**config.mk**
```make
export PLATFORM = sky130hd
export DESIGN_NAME = q_average_sequencer_flat
export DESIGN_NICKNAME = d
export VERILOG_FILES = /design/src/rtl/q_average_sequencer_if.sv /design/src/rtl/q_average_sequencer.sv /design/src/flat_wrapper.sv
export SDC_FILE = /design/constraint.sdc
export NUM_CORES = 1
export LEC_CHECK = 0
export CAP_MARGIN = 20
export CORE_AREA = 10 10 73 75
export CTS_CLUSTER_DIAMETER = 120
export DETAILED_ROUTE_END_ITERATION = 16
export DIE_AREA = 0 0 83 85
export MAX_ROUTING_LAYER = met4
export PLACE_DENSITY = 0.77
export RECOVER_POWER = 100
export SLEW_MARGIN = 5
export SYNTH_ARGS = -nofsm -noshare
export SYNTH_HDL_FRONTEND = slang
export SYNTH_SLANG_ARGS = --single-unit
```
**constraint.sdc**
```tcl
create_clock -name clk -period 2.5 [get_ports clk]
set_clock_uncertainty 0.1 [all_clocks]
set_input_delay 0.375 -clock clk [delete_from_list [all_inputs] [get_ports clk]]
set_output_delay 0.375 -clock clk [all_outputs]
set_load 0.01 [all_outputs]
```
**src/rtl/q_average_sequencer_if.sv**
```systemverilog
// Signal bundle between the averaging sequencer, the charge-measurement stage and the result consumer.
// The master side is the sequencer; the slave side is everything around it.
interface q_average_sequencer_if #(
    parameter int WIDTH = 10
);
    logic             enable;
    logic             meas_start;
    logic             meas_ready;
    logic [WIDTH-1:0] measured_q;
    logic [WIDTH-1:0] avg_q;
    logic             avg_valid;
    logic             avg_accept;
    logic             timeout_err;

    modport master (
        input  enable, meas_ready, measured_q, avg_accept,
        output meas_start, avg_q, avg_valid, timeout_err
    );

    modport slave (
        output enable, meas_ready, measured_q, avg_accept,
        input  meas_start, avg_q, avg_valid, timeout_err
    );
endinterface

```
**src/rtl/q_average_sequencer.sv**
```systemverilog
// Drives the charge-measurement stage through 2^N_LOG2 start/ready cycles and emits the truncated
// average on a valid/accept handshake, with a watchdog that abandons a batch whose measurement hangs.
module q_average_sequencer #(
    parameter int WIDTH         = 10,
    parameter int N_LOG2        = 2,
    parameter int REARM_CYCLES  = 2,
    parameter int TIMEOUT_WIDTH = 8
) (
    input  logic                 clk,
    input  logic                 rst,
    q_average_sequencer_if.master bus
);
    localparam int ACC_W = WIDTH + N_LOG2;
    localparam int CNT_W = (N_LOG2 > 0) ? N_LOG2 : 1;
    localparam int ARM_W = (REARM_CYCLES > 1) ? $clog2(REARM_CYCLES) : 1;
    localparam logic [ARM_W-1:0]         ARM_LAST = ARM_W'(REARM_CYCLES - 1);
    localparam logic [CNT_W-1:0]         CNT_LAST = CNT_W'((1 << N_LOG2) - 1);
    // The watchdog reaches its terminal count on the edge where it would step from this value.
    localparam logic [TIMEOUT_WIDTH-1:0] WD_LAST  = TIMEOUT_WIDTH'((1 << TIMEOUT_WIDTH) - 2);

    typedef enum logic [2:0] {
        IDLE, ARM, MEASURE, SETTLE, ACCUM, OUTPUT
    } state_t;

    state_t                   state, state_n;
    logic [ARM_W-1:0]         arm_cnt;
    logic [TIMEOUT_WIDTH-1:0] wd;
    logic [ACC_W-1:0]         acc, acc_sum;
    logic [CNT_W-1:0]         cnt;
    logic                     last_sample;
    logic                     acc_clr, acc_add, avg_load, timeout_hit;
    logic                     meas_start_r, avg_valid_r, timeout_err_r;
    logic [WIDTH-1:0]         avg_q_r;

    assign acc_sum     = acc + ACC_W'(bus.measured_q);
    assign last_sample = (N_LOG2 == 0) || (cnt == CNT_LAST);

    always_ff @(posedge clk) begin
        if (rst) state <= IDLE;
        else     state <= state_n;
    end

    always_comb begin
        // NOTE: every signal this block drives gets a default first, so no path can infer a latch.
        state_n     = state;
        acc_clr     = 1'b0;
        acc_add     = 1'b0;
        avg_load    = 1'b0;
        timeout_hit = 1'b0;
        unique case (state)
            IDLE: begin
                acc_clr = 1'b1;
                if (bus.enable) state_n = ARM;
            end
            ARM: begin
                if (!bus.enable) begin
                    acc_clr = 1'b1;
                    state_n = IDLE;
                end else if (arm_cnt == ARM_LAST) begin
                    state_n = MEASURE;
                end
            end
            MEASURE: begin
                // A ready on the terminal-count edge wins over the timeout.
                if (!bus.enable) begin
                    acc_clr = 1'b1;
                    state_n = IDLE;
                end else if (bus.meas_ready) begin
                    state_n = SETTLE;
                end else if (wd == WD_LAST) begin
                    timeout_hit = 1'b1;
                    acc_clr     = 1'b1;
                    state_n     = ARM;
                end
            end
            SETTLE: begin
                if (!bus.enable) begin
                    acc_clr = 1'b1;
                    state_n = IDLE;
                end else begin
                    state_n = ACCUM;
                end
            end
            ACCUM: begin
                if (!bus.enable) begin
                    acc_clr = 1'b1;
                    state_n = IDLE;
                end else begin
                    acc_add = 1'b1;
                    if (last_sample) begin
                        avg_load = 1'b1;
                        state_n  = OUTPUT;
                    end else begin
                        state_n = ARM;
                    end
                end
            end
            OUTPUT: begin
                if (bus.avg_accept) begin
                    acc_clr = 1'b1;
                    state_n = bus.enable ? ARM : IDLE;
                end
            end
            default: state_n = IDLE;
        endcase
    end

    always_ff @(posedge clk) begin
        // NOTE: sequential state uses non-blocking assignments only, so every read sees pre-edge values.
        if (rst) begin
            arm_cnt       <= '0;
            wd            <= '0;
            acc           <= '0;
            cnt           <= '0;
            avg_q_r       <= '0;
            meas_start_r  <= 1'b0;
            avg_valid_r   <= 1'b0;
            timeout_err_r <= 1'b0;
        end else begin
            arm_cnt <= (state == ARM) ? arm_cnt + 1'b1 : '0;
            wd      <= (state == MEASURE && !bus.meas_ready) ? wd + 1'b1 : '0;
            if (acc_clr) begin
                acc <= '0;
                cnt <= '0;
            end else if (acc_add) begin
                acc <= acc_sum;
                cnt <= cnt + 1'b1;
            end
            if (avg_load) avg_q_r <= WIDTH'(acc_sum >> N_LOG2);
            // Outputs are decoded from the next state so they line up with the state they describe.
            meas_start_r  <= (state_n inside {MEASURE, SETTLE, ACCUM});
            avg_valid_r   <= (state_n == OUTPUT);
            timeout_err_r <= timeout_hit;
        end
    end

    assign bus.meas_start  = meas_start_r;
    assign bus.avg_valid   = avg_valid_r;
    assign bus.avg_q       = avg_q_r;
    assign bus.timeout_err = timeout_err_r;
endmodule
```
**src/flat_wrapper.sv**
```systemverilog
// flat-port wrapper written by rule: the top's interface ports become plain ports
module q_average_sequencer_flat 
#(
    parameter int WIDTH         = 10,
    parameter int N_LOG2        = 2,
    parameter int REARM_CYCLES  = 2,
    parameter int TIMEOUT_WIDTH = 8
)
  (clk, rst, bus_enable, bus_meas_ready, bus_measured_q, bus_avg_accept, bus_meas_start, bus_avg_q, bus_avg_valid, bus_timeout_err);
  q_average_sequencer_if #(.WIDTH(WIDTH)) bus_i ();
  input  logic clk;
  input  logic rst;
  input wire logic [$bits(bus_i.enable)-1:0] bus_enable;
  input wire logic [$bits(bus_i.meas_ready)-1:0] bus_meas_ready;
  input wire logic [$bits(bus_i.measured_q)-1:0] bus_measured_q;
  input wire logic [$bits(bus_i.avg_accept)-1:0] bus_avg_accept;
  output wire logic [$bits(bus_i.meas_start)-1:0] bus_meas_start;
  output wire logic [$bits(bus_i.avg_q)-1:0] bus_avg_q;
  output wire logic [$bits(bus_i.avg_valid)-1:0] bus_avg_valid;
  output wire logic [$bits(bus_i.timeout_err)-1:0] bus_timeout_err;
  assign bus_i.enable = bus_enable;
  assign bus_i.meas_ready = bus_meas_ready;
  assign bus_i.measured_q = bus_measured_q;
  assign bus_i.avg_accept = bus_avg_accept;
  assign bus_meas_start = bus_i.meas_start;
  assign bus_avg_q = bus_i.avg_q;
  assign bus_avg_valid = bus_i.avg_valid;
  assign bus_timeout_err = bus_i.timeout_err;
  q_average_sequencer #(.WIDTH(WIDTH), .N_LOG2(N_LOG2), .REARM_CYCLES(REARM_CYCLES), .TIMEOUT_WIDTH(TIMEOUT_WIDTH)) u_core (.clk(clk), .rst(rst), .bus(bus_i));
endmodule
```
### Word-level counts from Yosys, hierarchy flattened

Cells that the tools add are included.

* flip-flop bits (word level): 39
* latch bits: 0
* bits in writable memories: 0
* bits in read-only memories: 0
* output and inout bits: 13
* word-level logic and storage cells: 60
* memories: 0

* add/subtract/negate cells: 4
* multiply operators: 0
* divide/modulo/power cells: 0
* $lt $le $gt $ge: 0
* equal/unequal tests: 11
* shift-type cells: 0
* muxes and demuxes: 23
* bitwise operators: 4
* reductions and logical operators: 9

Operator list (count)
* $mux 3: 10
* $pmux 3 s6: 1
* $add 12x10->12: 1
* $eq 3x2->1 const B: 4
* $eq 3x3->1 const B: 4
* $mux 1: 11
* $add 8x1->8 const B: 1
* $eq 8x8->1 const B: 1
* $reduce_or 2->1: 3
* $reduce_or 3->1: 2
* $not 1->1: 4
* $pmux 1 s4: 1
* $eq 3x1->1 const B: 1
* $logic_not 3->1: 1
* $reduce_bool 3->1: 1
* $add 2x1->2 const B: 1
* $eq 2x2->1 const B: 1
* $add 1x1->1 const B: 1
* $logic_and 1x1->1: 1
* $logic_not 1->1: 1

### Logic depth before layout (Yosys ltp)

* depth in word-level cells: 7
* mapped depth: 9
* mapped depth without buffers: 9

### Worst setup path before layout

Ideal clock, no wire load.

* kind: input -> register
* from: input port bus_measured_q[0]
* to: register u_core.acc[10]
* library setup time: 0.070 ns
* data arrival time: 1.900 ns
* required time: 2.330 ns
* setup slack: 0.430 ns
* stages on the path: 9
* buffers on the path: 0
* path through: ha_1 inv_1 fa_1 nor2b_1 o31a_1 nor3_1 o21a_1 or3_1 a21oi_1

* cells in the longest elaborated chain, start to end: 1

Ends and longest elaborated chain
* start, declared: line flat_wrapper.sv:15 `input wire logic [$bits(bus_i.measured_q)-1:0] bus_measured_q;`
* $add 12x10->12: line q_average_sequencer.sv:35 `assign acc_sum = acc + ACC_W'(bus.measured_q);`
* end signal, assigned: line q_average_sequencer.sv:126 `acc <= acc_sum;`
* end, declared: line q_average_sequencer.sv:28 `logic [ACC_W-1:0] acc, acc_sum;`

Every way passes these cells.
A chain may end at the register's enable or synchronous reset.

### Worst setup path in the final report

* from: input port bus_measured_q[1]
* to: register u_core.avg_q_r[9], in the netlist u_core.bus.avg_q[9]

* cells in the longest elaborated chain, start to end: 1

Ends and longest elaborated chain
* $add 12x10->12: line q_average_sequencer.sv:35
* end signal, assigned: line q_average_sequencer.sv:129 `if (avg_load) avg_q_r <= WIDTH'(acc_sum >> N_LOG2);`
* end, declared: line q_average_sequencer.sv:33 `logic [WIDTH-1:0] avg_q_r;`

Every way passes these cells.

==> impl_summary.md <==
Run status
The run finished with clean final reports.

Clocking
The clock-pin slew on the worst setup and hold paths is about 0.070 ns. The post-CTS setup buffer count is 0. The CTS root buffer is clkbuf_8. TritonCTS built the clock tree. The number of clock sinks is 39. The buffer levels on the longest clock path is 2. Buffers inserted during clock tree synthesis total 5. The clock insertion delay at the later pin of the skew report is 0.29 ns. CTS built an H-tree with a depth of 2.

Critical path
The critical register-to-register path startpoint is u_core.acc[0]$_SDFFE_PP0N_. The worst setup path is captured at a flip-flop. The data required time at the worst endpoint is approximately 2.6 ns.

The largest single stage delay on the critical path is 0.56 ns. The cell with the largest stage delay on the worst path is dlygate4sd3_1. The most critical setup path has its startpoint at bus_measured_q[1]. The end of the worst register-to-register path is u_core.acc[8]$_SDFFE_PP0N_. The capture point of the critical path is u_core.bus.avg_q[9]$_SDFFE_PP0P_. The logic depth of the worst register-to-register path is 9.

Walking the worst path, the cells encountered are dlygate4sd3_1 > ha_1 > a21oi_1 > nor2_1 > or2_0 > a311oi_2 > mux2i_1 > o21ai_1. The flop-to-flop setup slack is 0.42 ns. The launching element type of the critical path is an input port. The data arrival at the endpoint of the critical path is ~2.4 ns. The path type of the worst setup path is input port to flip-flop. In this run the worst path has a maximum fanout of 3.

Synth
In this run, synthesis produced a sequential element count of 39. After synthesis, the most frequently instantiated cells are dfxtp_1, nand2_1, nor2_1. The post-synthesis average cell area is about 8.3 µm². The synthesized design spends more area on one cell type than any other, namely dfxtp_1. Of the post-synthesis cell area, the dominant cell type holds 0.381.

The number of flops mapped to enable cells by yosys is 0. The register area share after synthesis is 0.381. The post-synthesis net count is approximately 280. The number of warning messages in the yosys log is 0.

The number of different library cells used by synthesis comes to 44. Sorting the synthesized cells by area gives the leading types as dfxtp_1, ha_1, nand2_1. The summed instance area of the synthesized netlist is just over 2000 µm². The instance count of the mapped netlist is 248.

The async set-or-reset flop fraction in the synthesized netlist is 0. In the synthesized netlist the dominant register cell turns out to be dfxtp_1. The most frequent cell after synthesis is dfxtp_1.

GRT
The global-route wire length before repair is 8.07 mm. Across every metal layer, demand over resource in global routing totals 0.137. The maximum number of pins on one net before global-route repair is 17. The number of global-route vias before repair is 1,789.

The total grt overflow is 0. The initial antenna violation count came to 0.

Drt
The routed design uses 2.26 mm of met2 wire. The pre-antenna-repair detailed-routing pass consisted of 4 iterations. In the final routing, the length of wire on met1 measures 2.11 mm. In the final routed layout, each cell accounts on average for approximately 14 µm. The residual antenna-violating net count after detailed routing is 0. The total detailed-routing wirelength is 4.57 mm.

The detailed router placed around 1,800 vias in this run. The number of DRC markers after the initial detailed-route iteration is between 90 and 100. For this run, design rule violations remaining after detail routing come to 0. The top routing layer in use is met4. After detailed routing, the number of vias per cell comes to 5.36. The detailed-routed wire length on met3 is about 150 µm.

Layout
The area used by sequential logic in the layout is 781 µm². The utilization of the core after routing is 0.648. The antenna cell count is 0. The footprint of the multi-input gates is 1190 µm². The post-route cell area is approximately 2500 µm². The layout has 353 filler cells. In the final layout, the share of cells above drive strength 1 is 0.0912.

Relative to the synthesized area, the layout overhead comes to 23.7%. For this run, the post-layout net count is 313.

Place
Input and output buffers added on the ports amount to 27. After detailed placement, the total cell area comes to 2410 µm². The final estimated routing congestion in global placement is 0.815. After legalization and detailed placement, the total HPWL measured 3.46 mm.

Power
Across the VDD grid, the largest voltage drop is 0.427 mV. In this run the static leakage power is between 0.9 and 1 nW. For this design the ratio of total power to cell area is approximately 490 nW/µm².

Timing
The max-slew violation total from the final report was 0. Setup violations remaining at the end of the flow were counted as 0. In this run the tightest slew margin relative to its limit is 0.685. The routed design could run at a clock period as short as approximately 2.4 ns. The number of hold violations in the final report is 0. Derived from the worst setup path, the maximum achievable clock frequency is 424 MHz. For the pin with the worst max-slew slack, the measured transition is 0.472 ns. Of the available clock period, the critical path in the final layout requires 0.943. Setup repair after global routing left no endpoint under its margin.

Floorplanning
28 I/O pins were placed. The region available for standard cell placement spans 3910 µm². The vertical die dimension is 85 µm. After floorplanning, the core was divided into 23 placement rows. The initial utilization of the core area, before any placement, comes to 0.524. The die covers 7060 µm². Measured along the x axis, the die boundary spans 83 µm.

Run
The tool flagged a number of max-cap violations equal to 0.

Worst hold path
In this run the worst hold path is classified as flip-flop to flip-flop. The hold-critical path depth is 2.
==> power breakdown <==
| part | switching (mW) | internal (mW) | leakage, nW | total, mW |
|---|---|---|---|---|
| clock | 0.219 | 0.323 | 0.0612 | 0.541 |
| combinational | 0.0376 | 0.0406 | 0.607 | 0.0782 |
| sequential | 0.00274 | 0.623 | 0.314 | 0.625 |
==> sequential cells by signal, summed over array words and instances, names as in the netlist <==
signal	cells
u_core.bus.timeout_err	1
u_core.acc	12
u_core.wd	8
u_core.bus.avg_valid	1
u_core.arm_cnt	1
u_core.bus.avg_q	10
u_core.cnt	2
u_core.state	3
u_core.bus.meas_start	1
==> layout by cell type (no fill, tap or decap), types with 5 or more instances in the layout <==
cell / n
nand3_1: 12
xnor2_1: 10
ha_1: 13
a21oi_1: 22
inv_1: 6
dfxtp_1: 39
o21ai_0: 8
nor2_1: 29
nand2_1: 32
clkbuf_8: 6
buf_4: 9
clkdlybuf4s50_1: 13
nor3_1: 5
dlygate4sd3_1: 14
==> layout make-up <==
class,instances,area share
clock buffer,6,0.0326
timing repair buffer,39,0.141
tap,50,0.0247
clock inverter,2,0.0138
multi-input combinational,193,0.471
inverter,6,0.00888
sequential,39,0.308
==> what timing repair did <==
action / CTS / global route
endpoints found under the setup margin: 0 / 1
hold buffers: 0 / 0
resized for setup: 0 / 1
==> cells by family after synthesis <==
group           Yosys count  share of synthesized area
buf+inv                  16                     0.0391
mux                       1                    0.00488
flops                    39                      0.381
compound gates           57                      0.175
xor+xnor                 14                     0.0598
simple gates            107                      0.252
fa+ha+maj                14                     0.0891
==> critical path: cells and delay by family <==
| family | cells | cell delay (ns) |
|---|---|---|
| AOI/OAI and AO/OA | 3 | 0.64 |
| buffers and inverters | 1 | 0.56 |
| and+or+nand+nor | 2 | 0.35 |
| adders and majority gates | 1 | 0.30 |
| muxes | 1 | 0.22 |
==> worst min-delay path by stage <==
stage / endpoint / startpoint
6_report: u_core.acc[0]$_SDFFE_PP0N_ / u_core.acc[0]$_SDFFE_PP0N_
5_1_grt: u_core.arm_cnt$_SDFF_PP0_ / u_core.arm_cnt$_SDFF_PP0_
4_1_cts: u_core.arm_cnt$_SDFF_PP0_ / u_core.arm_cnt$_SDFF_PP0_
3_5_place_dp: u_core.arm_cnt$_SDFF_PP0_ / u_core.arm_cnt$_SDFF_PP0_
3_3_place_gp: u_core.wd[0]$_SDFF_PP0_ / u_core.wd[0]$_SDFF_PP0_
2_1_floorplan: u_core.arm_cnt$_SDFF_PP0_ / u_core.arm_cnt$_SDFF_PP0_
==> routing by layer <==
layer  vias up  global-route usage
met5         -                   -
met4         0              0.0542
met3         6              0.0373
met2        27               0.233
met1       827               0.148
li1        937                   -
==> stage by stage <==
step	setup TNS (ns)	hold slack, ns	power [mW]	std cells	worst slack [ns]
4_1_cts	0	0.360	1.26	335	0.161
2_1_floorplan	0	0.322	0.681	248	0.430
5_1_grt	0	0.369	1.29	335	0.0231
3_3_place_gp	-0.121	0.339	0.717	327	-0.0584
3_5_place_dp	-0.329	0.344	0.717	327	-0.105
6_report	0	0.358	1.24	335	0.143
Power figures use the tool's default switching activity.
